===== config.mk =====
export PLATFORM = sky130hd
export DESIGN_NAME = dl_token_monitor_flat
export DESIGN_NICKNAME = d
export VERILOG_FILES = /design/src/rtl/dl_token_monitor_pkg.sv /design/src/rtl/dl_token_monitor_if.sv /design/src/rtl/dl_block_persist_cnt.sv /design/src/rtl/dl_token_monitor.sv /design/src/flat_wrapper.sv
export SDC_FILE = /design/constraint.sdc
export NUM_CORES = 1
export LEC_CHECK = 0
export BUFFER_PORTS_ARGS = -buffer_cell sky130_fd_sc_hd__buf_2
export CAP_MARGIN = 20
export CELL_PAD_IN_SITES_DETAIL_PLACEMENT = 0
export CELL_PAD_IN_SITES_GLOBAL_PLACEMENT = 2
export CORE_MARGIN = 5
export CORE_UTILIZATION = 35
export CTS_CLUSTER_DIAMETER = 80
export DETAILED_ROUTE_END_ITERATION = 12
export HOLD_SLACK_MARGIN = 0.1
export PLACE_DENSITY_LB_ADDON = 0.1
export SLEW_MARGIN = 20
export SYNTH_ARGS = -nofsm -noshare
export SYNTH_HDL_FRONTEND = slang
export SYNTH_SLANG_ARGS = --single-unit
export TNS_END_PERCENT = 1

===== constraint.sdc =====
create_clock -name clock -period 5.9 [get_ports clock]
set_input_delay 1.77 -clock clock [delete_from_list [all_inputs] [get_ports clock]]
set_output_delay 1.77 -clock clock [all_outputs]
set_load 0.01 [all_outputs]

===== src/rtl/dl_token_monitor_pkg.sv =====
// Shared definitions for the per-process deadlock token monitor.
// Contents:
//   CNT_W          - width of the block-persistence counter
//   MAX_PROC       - widest process vector the helper function handles
//   dl_state_e     - 3-bit monitor FSM encoding
//   onehot_lowest  - isolates the lowest set bit of a vector
package dl_token_monitor_pkg;

    localparam int CNT_W    = 8;
    localparam int MAX_PROC = 64;

    typedef enum logic [2:0] {
        ST_IDLE = 3'd0,
        ST_WAIT = 3'd1,
        ST_ORIG = 3'd2,
        ST_HOLD = 3'd3,
        ST_PASS = 3'd4,
        ST_DONE = 3'd5
    } dl_state_e;

    // Two's-complement trick: vec & -vec keeps only the lowest set bit;
    // an all-zero vector yields zero.
    function automatic logic [MAX_PROC-1:0] onehot_lowest(input logic [MAX_PROC-1:0] vec);
        return vec & (~vec + {{(MAX_PROC-1){1'b0}}, 1'b1});
    endfunction

endpackage


===== src/rtl/dl_token_monitor_if.sv =====
// Token-passing link between one monitor and the report unit / peer monitors.
// Signals:
//   dl_detect_in  - global "deadlock detected" level
//   origin_in     - one-cycle origin select, one bit per process
//   token_clear   - end-of-cycle pulse
//   token_in_vec  - bit j: process j hands the token to this monitor
//   token_out_vec - one-hot token handed to the chosen dependency
//   dl_out        - this monitor's bit of the report unit's dl_in_vec
// Modports: master = the monitor, slave = report unit / environment.
interface dl_token_monitor_if #(
    parameter int PROC_NUM = 2
);
    logic                dl_detect_in;
    logic [PROC_NUM-1:0] origin_in;
    logic                token_clear;
    logic [PROC_NUM-1:0] token_in_vec;
    logic [PROC_NUM-1:0] token_out_vec;
    logic                dl_out;

    modport master (
        input  dl_detect_in, origin_in, token_clear, token_in_vec,
        output token_out_vec, dl_out
    );

    modport slave (
        output dl_detect_in, origin_in, token_clear, token_in_vec,
        input  token_out_vec, dl_out
    );
endinterface


===== src/rtl/dl_block_persist_cnt.sv =====
// Block-persistence counter: counts consecutive stalled cycles, saturating
// at BLOCK_THRESH, and flags blk_stable once the threshold is reached.
// Ports:
//   clock, reset  - rising-edge clock, async active-low reset
//   proc_blocked  - process stalled this cycle
//   blk_stable    - counter equals BLOCK_THRESH
module dl_block_persist_cnt
    import dl_token_monitor_pkg::*;
#(
    parameter int BLOCK_THRESH = 16
) (
    input  logic clock,
    input  logic reset,
    input  logic proc_blocked,
    output logic blk_stable
);
    localparam logic [CNT_W-1:0] THRESH = CNT_W'(BLOCK_THRESH);

    logic [CNT_W-1:0] cnt_r;

    // Stall counter: count up while blocked, hold at threshold, zero otherwise.
    always_ff @(posedge clock or negedge reset) begin
        if (!reset) begin
            cnt_r <= {CNT_W{1'b0}};
        end else if (!proc_blocked) begin
            cnt_r <= {CNT_W{1'b0}};
        end else if (cnt_r == THRESH) begin
            cnt_r <= cnt_r;
        end else begin
            cnt_r <= cnt_r + {{(CNT_W-1){1'b0}}, 1'b1};
        end
    end

    assign blk_stable = (cnt_r == THRESH);

endmodule


===== src/rtl/dl_token_monitor.sv =====
// Per-process deadlock monitor. Before detection it claims a deadlock when
// its process has been stalled long enough while the whole region stalls;
// after detection it relays the token along the wait-for chain.
// Ports:
//   clock, reset  - rising-edge clock, async active-low reset
//   proc_blocked  - process stalled this cycle
//   dep_vec       - processes this one waits on
//   sys_stalled   - whole region blocked or idle
//   tok_if        - token link (master side), see dl_token_monitor_if
//   token_err     - sticky protocol-violation flag
module dl_token_monitor
    import dl_token_monitor_pkg::*;
#(
    parameter int PROC_NUM     = 2,
    parameter int PROC_IDX     = 0,
    parameter int BLOCK_THRESH = 16
) (
    input  logic                 clock,
    input  logic                 reset,
    input  logic                 proc_blocked,
    input  logic [PROC_NUM-1:0]  dep_vec,
    input  logic                 sys_stalled,
    dl_token_monitor_if.master   tok_if,
    output logic                 token_err
);
    localparam logic [PROC_NUM-1:0] ZERO_VEC = {PROC_NUM{1'b0}};

    dl_state_e           state_r, state_s;
    logic                is_orig_r, is_orig_s;
    logic [PROC_NUM-1:0] tgt_r, tgt_s;
    logic                token_err_r, token_err_s;
    logic                blk_stable_s;
    logic                tok_any_s;
    logic                my_orig_s;
    logic [PROC_NUM-1:0] lowest_dep_s;
    logic                dl_out_s;
    logic [PROC_NUM-1:0] tok_out_s;

    dl_block_persist_cnt #(
        .BLOCK_THRESH (BLOCK_THRESH)
    ) u_persist (
        .clock        (clock),
        .reset        (reset),
        .proc_blocked (proc_blocked),
        .blk_stable   (blk_stable_s)
    );

    // Several simultaneous token bits count as a single token.
    assign tok_any_s    = |tok_if.token_in_vec;
    assign my_orig_s    = tok_if.origin_in[PROC_IDX];
    assign lowest_dep_s = PROC_NUM'(onehot_lowest(MAX_PROC'(dep_vec)));

    // State and context registers.
    always_ff @(posedge clock or negedge reset) begin
        if (!reset) begin
            state_r     <= ST_IDLE;
            is_orig_r   <= 1'b0;
            tgt_r       <= ZERO_VEC;
            token_err_r <= 1'b0;
        end else begin
            state_r     <= state_s;
            is_orig_r   <= is_orig_s;
            tgt_r       <= tgt_s;
            token_err_r <= token_err_s;
        end
    end

    // Next-state logic: detect-drop beats clear, clear beats everything else.
    always_comb begin
        state_s     = state_r;
        is_orig_s   = is_orig_r;
        tgt_s       = tgt_r;
        token_err_s = token_err_r;
        if (!tok_if.dl_detect_in) begin
            state_s   = ST_IDLE;
            is_orig_s = 1'b0;
        end else if ((state_r != ST_IDLE) && tok_if.token_clear) begin
            state_s   = ST_WAIT;
            is_orig_s = 1'b0;
        end else begin
            case (state_r)
                ST_IDLE: begin
                    state_s = ST_WAIT;
                end
                // ST_DONE only leaves on a new origin select; tokens are held off
                // until a clear has returned the monitor to ST_WAIT.
                ST_WAIT, ST_DONE: begin
                    if (my_orig_s) begin
                        state_s   = ST_PASS;
                        is_orig_s = 1'b1;
                        tgt_s     = lowest_dep_s;
                    end else if (tok_any_s && (state_r == ST_WAIT)) begin
                        state_s   = ST_HOLD;
                        is_orig_s = 1'b0;
                        tgt_s     = lowest_dep_s;
                    end else begin
                        state_s = state_r;
                    end
                end
                ST_ORIG: begin
                    if (tok_any_s) begin
                        state_s = ST_HOLD;
                    end else begin
                        state_s = ST_ORIG;
                    end
                end
                ST_HOLD: begin
                    if (tok_any_s) begin
                        token_err_s = 1'b1;
                    end else begin
                        token_err_s = token_err_r;
                    end
                    if (is_orig_r) begin
                        state_s = ST_DONE;
                    end else begin
                        state_s = ST_PASS;
                    end
                end
                ST_PASS: begin
                    // A missing dependency leaves nobody to pass to.
                    if (tok_any_s || (tgt_r == ZERO_VEC)) begin
                        token_err_s = 1'b1;
                    end else begin
                        token_err_s = token_err_r;
                    end
                    if ((tgt_r != ZERO_VEC) && is_orig_r) begin
                        state_s = ST_ORIG;
                    end else begin
                        state_s = ST_WAIT;
                    end
                end
                default: begin
                    state_s   = ST_IDLE;
                    is_orig_s = 1'b0;
                end
            endcase
        end
    end

    // Outputs: only the idle claim depends on live inputs.
    always_comb begin
        dl_out_s  = 1'b0;
        tok_out_s = ZERO_VEC;
        case (state_r)
            ST_IDLE: dl_out_s  = blk_stable_s & sys_stalled & (|dep_vec);
            ST_HOLD: dl_out_s  = 1'b1;
            ST_PASS: tok_out_s = tgt_r;
            default: begin
                dl_out_s  = 1'b0;
                tok_out_s = ZERO_VEC;
            end
        endcase
    end

    assign tok_if.dl_out        = dl_out_s;
    assign tok_if.token_out_vec = tok_out_s;
    assign token_err            = token_err_r;

endmodule


===== src/flat_wrapper.sv =====
// flat-port wrapper written by rule: the top's interface ports become plain ports
module dl_token_monitor_flat import dl_token_monitor_pkg::*;
#(
    parameter int PROC_NUM     = 2,
    parameter int PROC_IDX     = 0,
    parameter int BLOCK_THRESH = 16
)
  (clock, reset, proc_blocked, dep_vec, sys_stalled, token_err, tok_if_dl_detect_in, tok_if_origin_in, tok_if_token_clear, tok_if_token_in_vec, tok_if_token_out_vec, tok_if_dl_out);
  dl_token_monitor_if #(.PROC_NUM(PROC_NUM)) tok_if_i ();
  input  logic clock;
  input  logic reset;
  input  logic proc_blocked;
  input  logic [PROC_NUM-1:0] dep_vec;
  input  logic sys_stalled;
  output logic token_err;
  input wire logic [$bits(tok_if_i.dl_detect_in)-1:0] tok_if_dl_detect_in;
  input wire logic [$bits(tok_if_i.origin_in)-1:0] tok_if_origin_in;
  input wire logic [$bits(tok_if_i.token_clear)-1:0] tok_if_token_clear;
  input wire logic [$bits(tok_if_i.token_in_vec)-1:0] tok_if_token_in_vec;
  output wire logic [$bits(tok_if_i.token_out_vec)-1:0] tok_if_token_out_vec;
  output wire logic [$bits(tok_if_i.dl_out)-1:0] tok_if_dl_out;
  assign tok_if_i.dl_detect_in = tok_if_dl_detect_in;
  assign tok_if_i.origin_in = tok_if_origin_in;
  assign tok_if_i.token_clear = tok_if_token_clear;
  assign tok_if_i.token_in_vec = tok_if_token_in_vec;
  assign tok_if_token_out_vec = tok_if_i.token_out_vec;
  assign tok_if_dl_out = tok_if_i.dl_out;
  dl_token_monitor #(.PROC_NUM(PROC_NUM), .PROC_IDX(PROC_IDX), .BLOCK_THRESH(BLOCK_THRESH)) u_core (.clock(clock), .reset(reset), .proc_blocked(proc_blocked), .dep_vec(dep_vec), .sys_stalled(sys_stalled), .tok_if(tok_if_i), .token_err(token_err));
endmodule

==> results.md, run 1 <==
* Synth Instances at 95
* Hold depth at 1
* Number of synthesized register bits at 15
* Final net count at 125
* Dominant cells by area after synthesis: dfrtp_1 42%, xnor2_1 5.8%, and2_1 4.9%
* Largest net degree at the start of global routing at 16
* Minimum clock period at 4.29 ns
* Total GRT Usage at 11.2%
* Slew Limit Fails at 0
* Initial antenna violation count at 0
* Crit Path Category: input pin to primary output
* Tcrit/Tclk final at 72.7%
* Peak Freq at 0.233 GHz
* # DRC at 0
* Number of DRC markers in iteration 0 at 27
* Via Count at 720
* R2r startpoint: u_core.state_r[0]
* Total Routed Length at 1840 um
* Global-route wire length before repair at 3110 um
* Worst endpoint required time at 4.13 ns
* MaxCap Viol Count at 0
* Number of flops mapped to enable cells by yosys at 0
* Clk sinks at 15
* Leak Pwr at 0.459 nW
* Worst-margin pin slew at 0.447 ns
* Reg clk slew, reported paths at approximately 0.09 ns
* R2R Path End: u_core.tgt_r[1]
* Top Ports at 16
* Critical path endpoint category: primary output
* Post-CTS Hold Buffers at 0
* Clock Tree Buf Depth at 2
* Critical path arrival at about 2.5 ns
* Yosys warns at 0
* Initial DRT Pass Iterations at 4
* Setup_tns at 0 ns
* Syn Nets at 109
* Fin Hold WS at 0.486 ns
* Startpoint class of the critical path: input pin
* Commonest non-fill, non-tap cells in the layout: 15 x dfrtp_1, 14 x buf_2, 8 x nand2_1, 8 x nor2_1, 7 x and2_1
* Post-synth cell types at 39
* CTS tree: done
* HPWL Detailed at 1430 um
* Top FF cell, synth: dfrtp_1
* Synthesized area at about 900 um2
* Die Wd at 60.7 um
* Synthesized area per cell at 9.46 um2
* CTS root buf: clkbuf_4
* Drt wl/cell at 13.1 um
* P&R area growth vs syn at 13.2%
* Die area at 3680 um2
* Slew margin rel. at 70.2%
* Yosys top cell area share at roughly two fifths
* PwrDens at 220 nW/um2
* Cell taking the most area after synthesis: dfrtp_1
* Vias in the first global route at ~720
* # rows at 18
* CTS Buf Count at 3
* Global route overflow at 0
* Reg2Reg Depth at 4
* Starting Density at 36.3%
* HP Class: flip-flop to flip-flop
* Vias per cell at slightly above 5
* Worst-path fanout max at 3
* Final hold violations at 0
* Status: completed
* Routability Congestion at 0.719
* Hold Path Sink: u_core.token_err
* PortBufs at 14
* Die Y at 60.7 um
* Ratio of cells with drive above 1 in the final layout at 20.9%
* Fraction of registers with async set or reset after synthesis at 100%
* Post-cts gate resize count at 0
* Register area share after synthesis at 41.8%
* Worst-skew pair later-pin latency at 0.28 ns
* RSZ-0062 raised after global routing: no
* Post-CTS setup buffers at 0
* Setup Viol. Count Final at 0
* Antenna diode count at 0
* Clock skew at 0.00677 ns
* Core Region at around 2500 um2
* Maximum vdd drop at 0.146 mV
* H-tree levels at 1
* Reg-to-reg slack, setup at 4.36 ns
* Commonest non-fill, non-tap cell in the layout: dfrtp_1
* Detail Route Antenna Nets at 0
* Hold Startpoint: u_core.token_err
==> worst max-delay path, cell delays in order <==
cell     delay [ns]
buf_2          0.09
nor2_1         0.03
or3_1          0.34
a21oi_1        0.14
buf_2          0.15
==> cell families (layout without fill, tap and decap cells) <==
family          after synthesis  in the layout  share of synthesized area (%)
flops                        15             15                           41.8
compound gates               19             19                           15.2
fa+ha+maj                     2              2                           2.79
mux                           2              2                           2.51
buf+inv                       7             22                           3.48
simple gates                 44             44                           28.4
xor+xnor                      6              6                           5.85
==> routing by layer <==
layer / up-vias / share of wire (%) / routed length, um / GRT usage, %
met4: 0 / 0.76 / 14 / 5.57
met3: 2 / 3.7 / 68 / 1.28
met1: 342 / 44 / 801 / 13.4
met2: 8 / 52 / 954 / 19.7
met5: - / 0 / 0 / 0
li1: 368 / - / - / -
==> cell type report <==
cell class	count	area, um2
Sequential cell	15	375
Clock buffer	3	22.5
Tap cell	30	37.5
Fill cell	268	1460
Multi-Input combinational cell	73	492
Inverter	4	15.0
Clock inverter	1	5.00
Timing Repair Buffer	14	70.1
==> sequential cells by signal, summed over array words and instances (netlist names) <==
name,cells
u_core.tgt_r,2
u_core.u_persist.cnt_r,8
u_core.is_orig_r,1
u_core.state_r,3
u_core.token_err,1
==> worst max path at each step <==
stage | startpoint | endpoint | cells after the start
global placement | dep_vec[0] | tok_if_dl_out | 5
global route | dep_vec[0] | tok_if_dl_out | 5
finish | dep_vec[0] | tok_if_dl_out | 5
detailed placement | dep_vec[0] | tok_if_dl_out | 5
CTS | dep_vec[0] | tok_if_dl_out | 5
floorplan | dep_vec[1] | tok_if_dl_out | 3
==> metrics by stage <==
step                std cells  power [W]  util, %  setup WS [ns]  area [um2]
detailed placement        136   0.000170     39.9           1.61         990
floorplan                  95   0.000152        -           1.77         898
global placement          136   0.000170     39.9           1.62         990
finish                    140   0.000224     41.1           1.61        1020
CTS                       140   0.000229     41.1           1.60        1020
global route              140   0.000240     41.1           1.55        1020
==> synth_stat cells, types with 2 or more instances <==
| library cell | count |
|---|---|
| a21boi_1 | 2 |
| a31oi_1 | 2 |
| and2_1 | 7 |
| and3_1 | 4 |
| dfrtp_1 | 15 |
| ha_1 | 2 |
| inv_1 | 3 |
| mux2_1 | 2 |
| nand2_1 | 8 |
| nand3_1 | 6 |
| nor2_1 | 8 |
| o21ai_0 | 3 |
| o31ai_1 | 2 |
| xnor2_1 | 6 |
==> power by group <==
part	switching, W	internal [W]	total, W
Combinational	0.0000228	0.0000193	0.0000421
Sequential	0.0000117	0.000113	0.000125
Clock	0.0000317	0.0000251	0.0000569
Power figures use the tool's default switching activity.
==> inputs of run 2 (changes only) <==
--- a/config.mk
+++ b/config.mk
@@ -10,7 +10,7 @@
 export CELL_PAD_IN_SITES_DETAIL_PLACEMENT = 0
 export CELL_PAD_IN_SITES_GLOBAL_PLACEMENT = 2
 export CORE_MARGIN = 5
-export CORE_UTILIZATION = 35
+export CORE_UTILIZATION = 33
 export CTS_CLUSTER_DIAMETER = 80
 export DETAILED_ROUTE_END_ITERATION = 12
 export HOLD_SLACK_MARGIN = 0.1
==> constraint.sdc (replaced) <==
create_clock -name clock -period 4 [get_ports clock]
set_input_delay 1.2 -clock clock [delete_from_list [all_inputs] [get_ports clock]]
set_output_delay 1.2 -clock clock [all_outputs]
set_load 0.01 [all_outputs]
==> results.md, run 2 (same netlist as run 1, synthesis figures left out) <==
* Setup_tns at 0 ns
* Routability Congestion at 0.732
* H-tree levels at 1
* Global route overflow at 0
* HP Class: flip-flop to flip-flop
* Worst endpoint required time at 2.80 ns
* Initial DRT Pass Iterations at 4
* Hold Path Sink: u_core.token_err
* Starting Density at roughly a third
* Status: completed
* PortBufs at 14
* Die Y at between 60 and 70 um
* Setup Viol. Count Final at 0
* CTS root buf: clkbuf_4
* Total Routed Length at between 1500 and 2000 um
* Largest net degree at the start of global routing at 16
* Worst-margin pin slew at 0.450 ns
* CTS Buf Count at 3
* Max reg flops at 8
* Post-CTS setup buffers at 0
* DP Cell Count at 137
* Via Count at just over 700
* Slew margin rel. at a little over two thirds
* Hold Startpoint: u_core.token_err
* Post-CTS Hold Buffers at 0
* Worst-skew pair later-pin latency at 0.28 ns
* Worst slack at placement at 0.853 ns
* # DRC at 0
* Total GRT Usage at 10.6%
* Die Wd at approximately 62 um
* Commonest non-fill, non-tap cells in the layout: 15 x dfrtp_1, 14 x buf_2, 8 x nand2_1, 8 x nor2_1, 7 x and2_1
* R2R Path End: u_core.tgt_r[0]
* Hold depth at 1
* Final hold violations at 0
* HPWL Detailed at approximately 1400 um
* CTS tree: done
* # rows at 19
* Reg-to-reg slack, setup at 2.46 ns
* Vias in the first global route at between 700 and 800
* Number of DRC markers in iteration 0 at 26
* Commonest non-fill, non-tap cell in the layout: dfrtp_1
* P&R area growth vs syn at 13.4%
* Slew Limit Fails at 0
* Detail Route Antenna Nets at 0
* Top flop regs: u_core.u_persist.cnt_r: 8 flops, u_core.state_r: 3 flops, u_core.tgt_r: 2 flops
* Post-route setup slack at 0.844 ns
* PwrDens at 330 nW/um2
* Global-route wire length before repair at 3410 um
* Antenna diode count at 0
* Drt wl/cell at 13.8 um
* Most flop-heavy register: u_core.u_persist.cnt_r
* Clk sinks at 15
* Clock skew at 0.00239 ns
* Post-Layout Cell Count at 141
* R2r startpoint: u_core.state_r[0]
* Maximum vdd drop at 0.158 mV
* Die area at 3870 um2
* Clock Tree Buf Depth at 2
* Critical path endpoint category: primary output
* Total power at 0.000336 W
* Post-cts gate resize count at 0
* Reg clk slew, reported paths at about 0.1 ns
* Reg2Reg Depth at 4
* Startpoint class of the critical path: flip-flop
* MaxCap Viol Count at 0
* Top Ports at 16
* RSZ-0062 raised after global routing: no
* Worst-path fanout max at 5
* Tcrit/Tclk final at roughly four fifths
* Critical path arrival at 1.96 ns
* Ratio of cells with drive above 1 in the final layout at 20.9%
* Peak Freq at 0.317 GHz
* Core Region at 2690 um2
* Leak Pwr at 0.459 nW
* Final net count at 125
* Minimum clock period at 3.16 ns
* Crit Path Category: flip-flop to primary output
* Initial antenna violation count at 0
* Vias per cell at 5.16
[run 2: cell counts in the layout (fill, tap and decap cells not counted)]
Identical to the previous run, type by type.
[run 2: report_power, final]
part,leakage (nW),switching [W],internal (W)
clock network,0.0177,0.0000528,0.0000371
logic,0.243,0.0000340,0.0000285
registers,0.198,0.0000173,0.000167
total,0.459,0.000104,0.000232
[run 2: cell type report]
type / instances / area (um2)
multi-input cells: 73 / 492
clock inverters: 1 / 5.00
inverters: 4 / 15.0
clock buffers: 3 / 22.5
flip-flops and latches: 15 / 375
repair buffers: 14 / 70.1
fillers: 284 / 1670
well taps: 31 / 38.8
[run 2: stage by stage]
stage / utilization, % / hold slack [ns] / instance area (um2)
finish: 37.9 / 0.485 / 1020
floorplan: - / 0.471 / 898
CTS: 37.9 / 0.491 / 1020
global route: 37.9 / 0.532 / 1020
global placement: 36.9 / 0.462 / 991
detailed placement: 36.9 / 0.465 / 991
[run 2: metal layers]
layer / global-route usage, % / wire length, um / part of all wire, % / vias up
met2: 15.8 / 838 / 43 / 15
met1: 15.5 / 1000 / 52 / 341
met3: 2.16 / 87 / 4.5 / 2
met5: 0 / 0 / 0 / -
li1: - / - / - / 369
met4: 2.44 / 10 / 0.52 / 0
[run 2: worst max path at each step]
stage,from,end,slack [ns],depth (start not counted)
after detailed placement,dep_vec[0],tok_if_dl_out,0.85,5
after CTS,u_core.u_persist.cnt_r[0],tok_if_dl_out,0.82,7
final,u_core.u_persist.cnt_r[0],tok_if_dl_out,0.84,7
after floorplan,dep_vec[1],tok_if_dl_out,1.01,3
after global routing,u_core.u_persist.cnt_r[0],tok_if_dl_out,0.65,7
after global placement,dep_vec[0],tok_if_dl_out,0.85,5
[run 2: critical path, stage by stage, from the launching register on]
cell      delay [ns]
dfrtp_1         0.44
inv_1           0.11
ha_1            0.15
and4bb_1        0.22
nand2_2         0.09
or3_1           0.37
a21oi_1         0.13
buf_2           0.15
==> inputs of run 3 (changes only) <==
--- a/config.mk
+++ b/config.mk
@@ -10,7 +10,7 @@
 export CELL_PAD_IN_SITES_DETAIL_PLACEMENT = 0
 export CELL_PAD_IN_SITES_GLOBAL_PLACEMENT = 2
 export CORE_MARGIN = 5
-export CORE_UTILIZATION = 33
+export CORE_UTILIZATION = 29
 export CTS_CLUSTER_DIAMETER = 80
 export DETAILED_ROUTE_END_ITERATION = 12
 export HOLD_SLACK_MARGIN = 0.1
==> constraint.sdc (replaced) <==
create_clock -name clock -period 2.5 [get_ports clock]
set_input_delay 0.75 -clock clock [delete_from_list [all_inputs] [get_ports clock]]
set_output_delay 0.75 -clock clock [all_outputs]
set_load 0.01 [all_outputs]
==> results.md, run 3 (same netlist as run 1, synthesis figures left out) <==
* Commonest non-fill, non-tap cell in the layout: dfrtp_1
* CTS root buf: clkbuf_4
* Cells along the critical path: inv_2 > ha_1 > and4bb_1 > nand2_2 > or3_4 > a21oi_2 > buf_2
* Detail Route Antenna Nets at 0
* Total power at 0.000543 W
* P&R area growth vs syn at 20.5%
* Total GRT Usage at 10.0%
* Setup_tns at 0 ns
* Reg clk slew, reported paths at roughly 0.090 ns
* Layout Utilization at 36.0%
* Sequential Area at 375 um2
* Worst-skew pair later-pin latency at ~0.28 ns
* Slew margin rel. at 72.5%
* Via Count at 742
* R2R Path End: u_core.u_persist.cnt_r[0]
* PortBufs at 14
* Vias per cell at 4.95
* Top Ports at 16
* Number of DRC markers in iteration 0 at 60
* Crit Path Category: flip-flop to primary output
* Global-route wire length before repair at around 3300 um
* Die Wd at approximately 66 um
* Largest net degree at the start of global routing at 16
* R2r startpoint: u_core.u_persist.cnt_r[0]
* Critical path endpoint category: primary output
* H-tree levels at 1
* CTS Buf Count at 3
* HP Class: input pin to async pin
* Die area at 4310 um2
* Tcrit/Tclk final at ~99%
* # DRC at 0
* Top flop regs: u_core.u_persist.cnt_r: 8 flops, u_core.state_r: 3 flops, u_core.tgt_r: 2 flops
* HPWL Detailed at 1510 um
* Initial antenna violation count at 0
* Clk sinks at 15
* CTS tree: done
* Final net count at 132
* Leak Pwr at 0.494 nW
* Starting Density at 29.9%
* Setup Viol. Count Final at 0
* Slew Limit Fails at 0
* Vias in the first global route at 763
* Reg-to-reg slack, setup at 0.99 ns
* Worst-path fanout max at 2
* Startpoint class of the critical path: flip-flop
* # rows at 20
* Most flop-heavy register: u_core.u_persist.cnt_r
* Routability Congestion at 0.727
* Worst endpoint required time at ~1.8 ns
* Drt wl/cell at 12.8 um
* Total Routed Length at 1930 um
* PwrDens at 501 nW/um2
* Top cell family by delay on the critical path: simple AND/OR/NAND/NOR gates
* Slowest cell on crit path: dfrtp_1
* Maximum vdd drop at 0.253 mV
* Initial DRT Pass Iterations at 4
* Commonest non-fill, non-tap cells in the layout: 15 x dfrtp_1, 14 x buf_2, 8 x nand2_1, 8 x nor2_1
* Max reg flops at 8
* Fill cells at approximately 330
* Clock Tree Buf Depth at 2
* Global route overflow at 0
* Core Region at approximately 3000 um2
* Fin Hold WS at approximately 0.36 ns
* Clock skew at 0.00396 ns
* Status: completed
* Critical path arrival at 1.73 ns
* RSZ-0062 raised after global routing: yes
* Area occupied by multi-input gates at 500 um2
* WP depth at 7
* Worst-margin pin slew at about 0.41 ns
* CP max stage delay at 0.39 ns
* Peak Freq at 0.404 GHz
* Ratio of cells with drive above 1 in the final layout at ~28%
* Minimum clock period at 2.48 ns
* CP Buf/Inv Count at 2
* MaxCap Viol Count at 0
* Die Y at 65.7 um
* Reg2Reg Depth at 8
* Antenna diode count at 0
* Final hold violations at 0
[run 3: worst max path at each step]
stage | startpoint | to | slack (ns)
after floorplan | u_core.u_persist.cnt_r[0] | tok_if_dl_out | 0.25
after global placement | u_core.u_persist.cnt_r[0] | tok_if_dl_out | 0.22
after detailed placement | u_core.u_persist.cnt_r[0] | tok_if_dl_out | 0.22
after CTS | u_core.u_persist.cnt_r[0] | tok_if_dl_out | -0.001
after global routing | u_core.u_persist.cnt_r[1] | tok_if_dl_out | -0.11
final | u_core.u_persist.cnt_r[0] | tok_if_dl_out | 0.02
[run 3: repair_timing]
action                                 CTS  global route
pin swaps                                2             0
buffers inserted                         2             0
setup endpoints to repair                1             1
endpoints found under the hold margin    0             0
hold buffers                             0             0
gates resized for setup                  1             2
[run 3: stage by stage]
stage,std cells,area [um2],setup slack [ns]
finish,150,1080,0.0222
global placement,144,1030,0.219
CTS,150,1070,-0.00135
floorplan,95,898,0.253
global route,150,1080,-0.107
detailed placement,144,1030,0.220
[run 3: layout make-up]
type | count | share of cell area, %
repair buffers | 21 | 11.3
clock buffers | 3 | 2.08
inverters | 4 | 1.39
flip-flops and latches | 15 | 34.7
well taps | 33 | 3.82
clock inverters | 1 | 0.462
multi-input cells | 73 | 46.2
[run 3: layer usage]
| layer | track usage [%] | share of wire, % |
|---|---|---|
| met3 | 2.05 | 3.0 |
| met1 | 11.3 | 44 |
| met4 | 3.89 | 0.62 |
| met5 | 0 | 0 |
| met2 | 18.1 | 53 |
[run 3: power breakdown]
part	internal (W)	leakage, nW	switching (W)
Combinational	0.0000540	0.278	0.0000670
Clock	0.0000593	0.0177	0.0000775
Sequential	0.000267	0.198	0.0000178
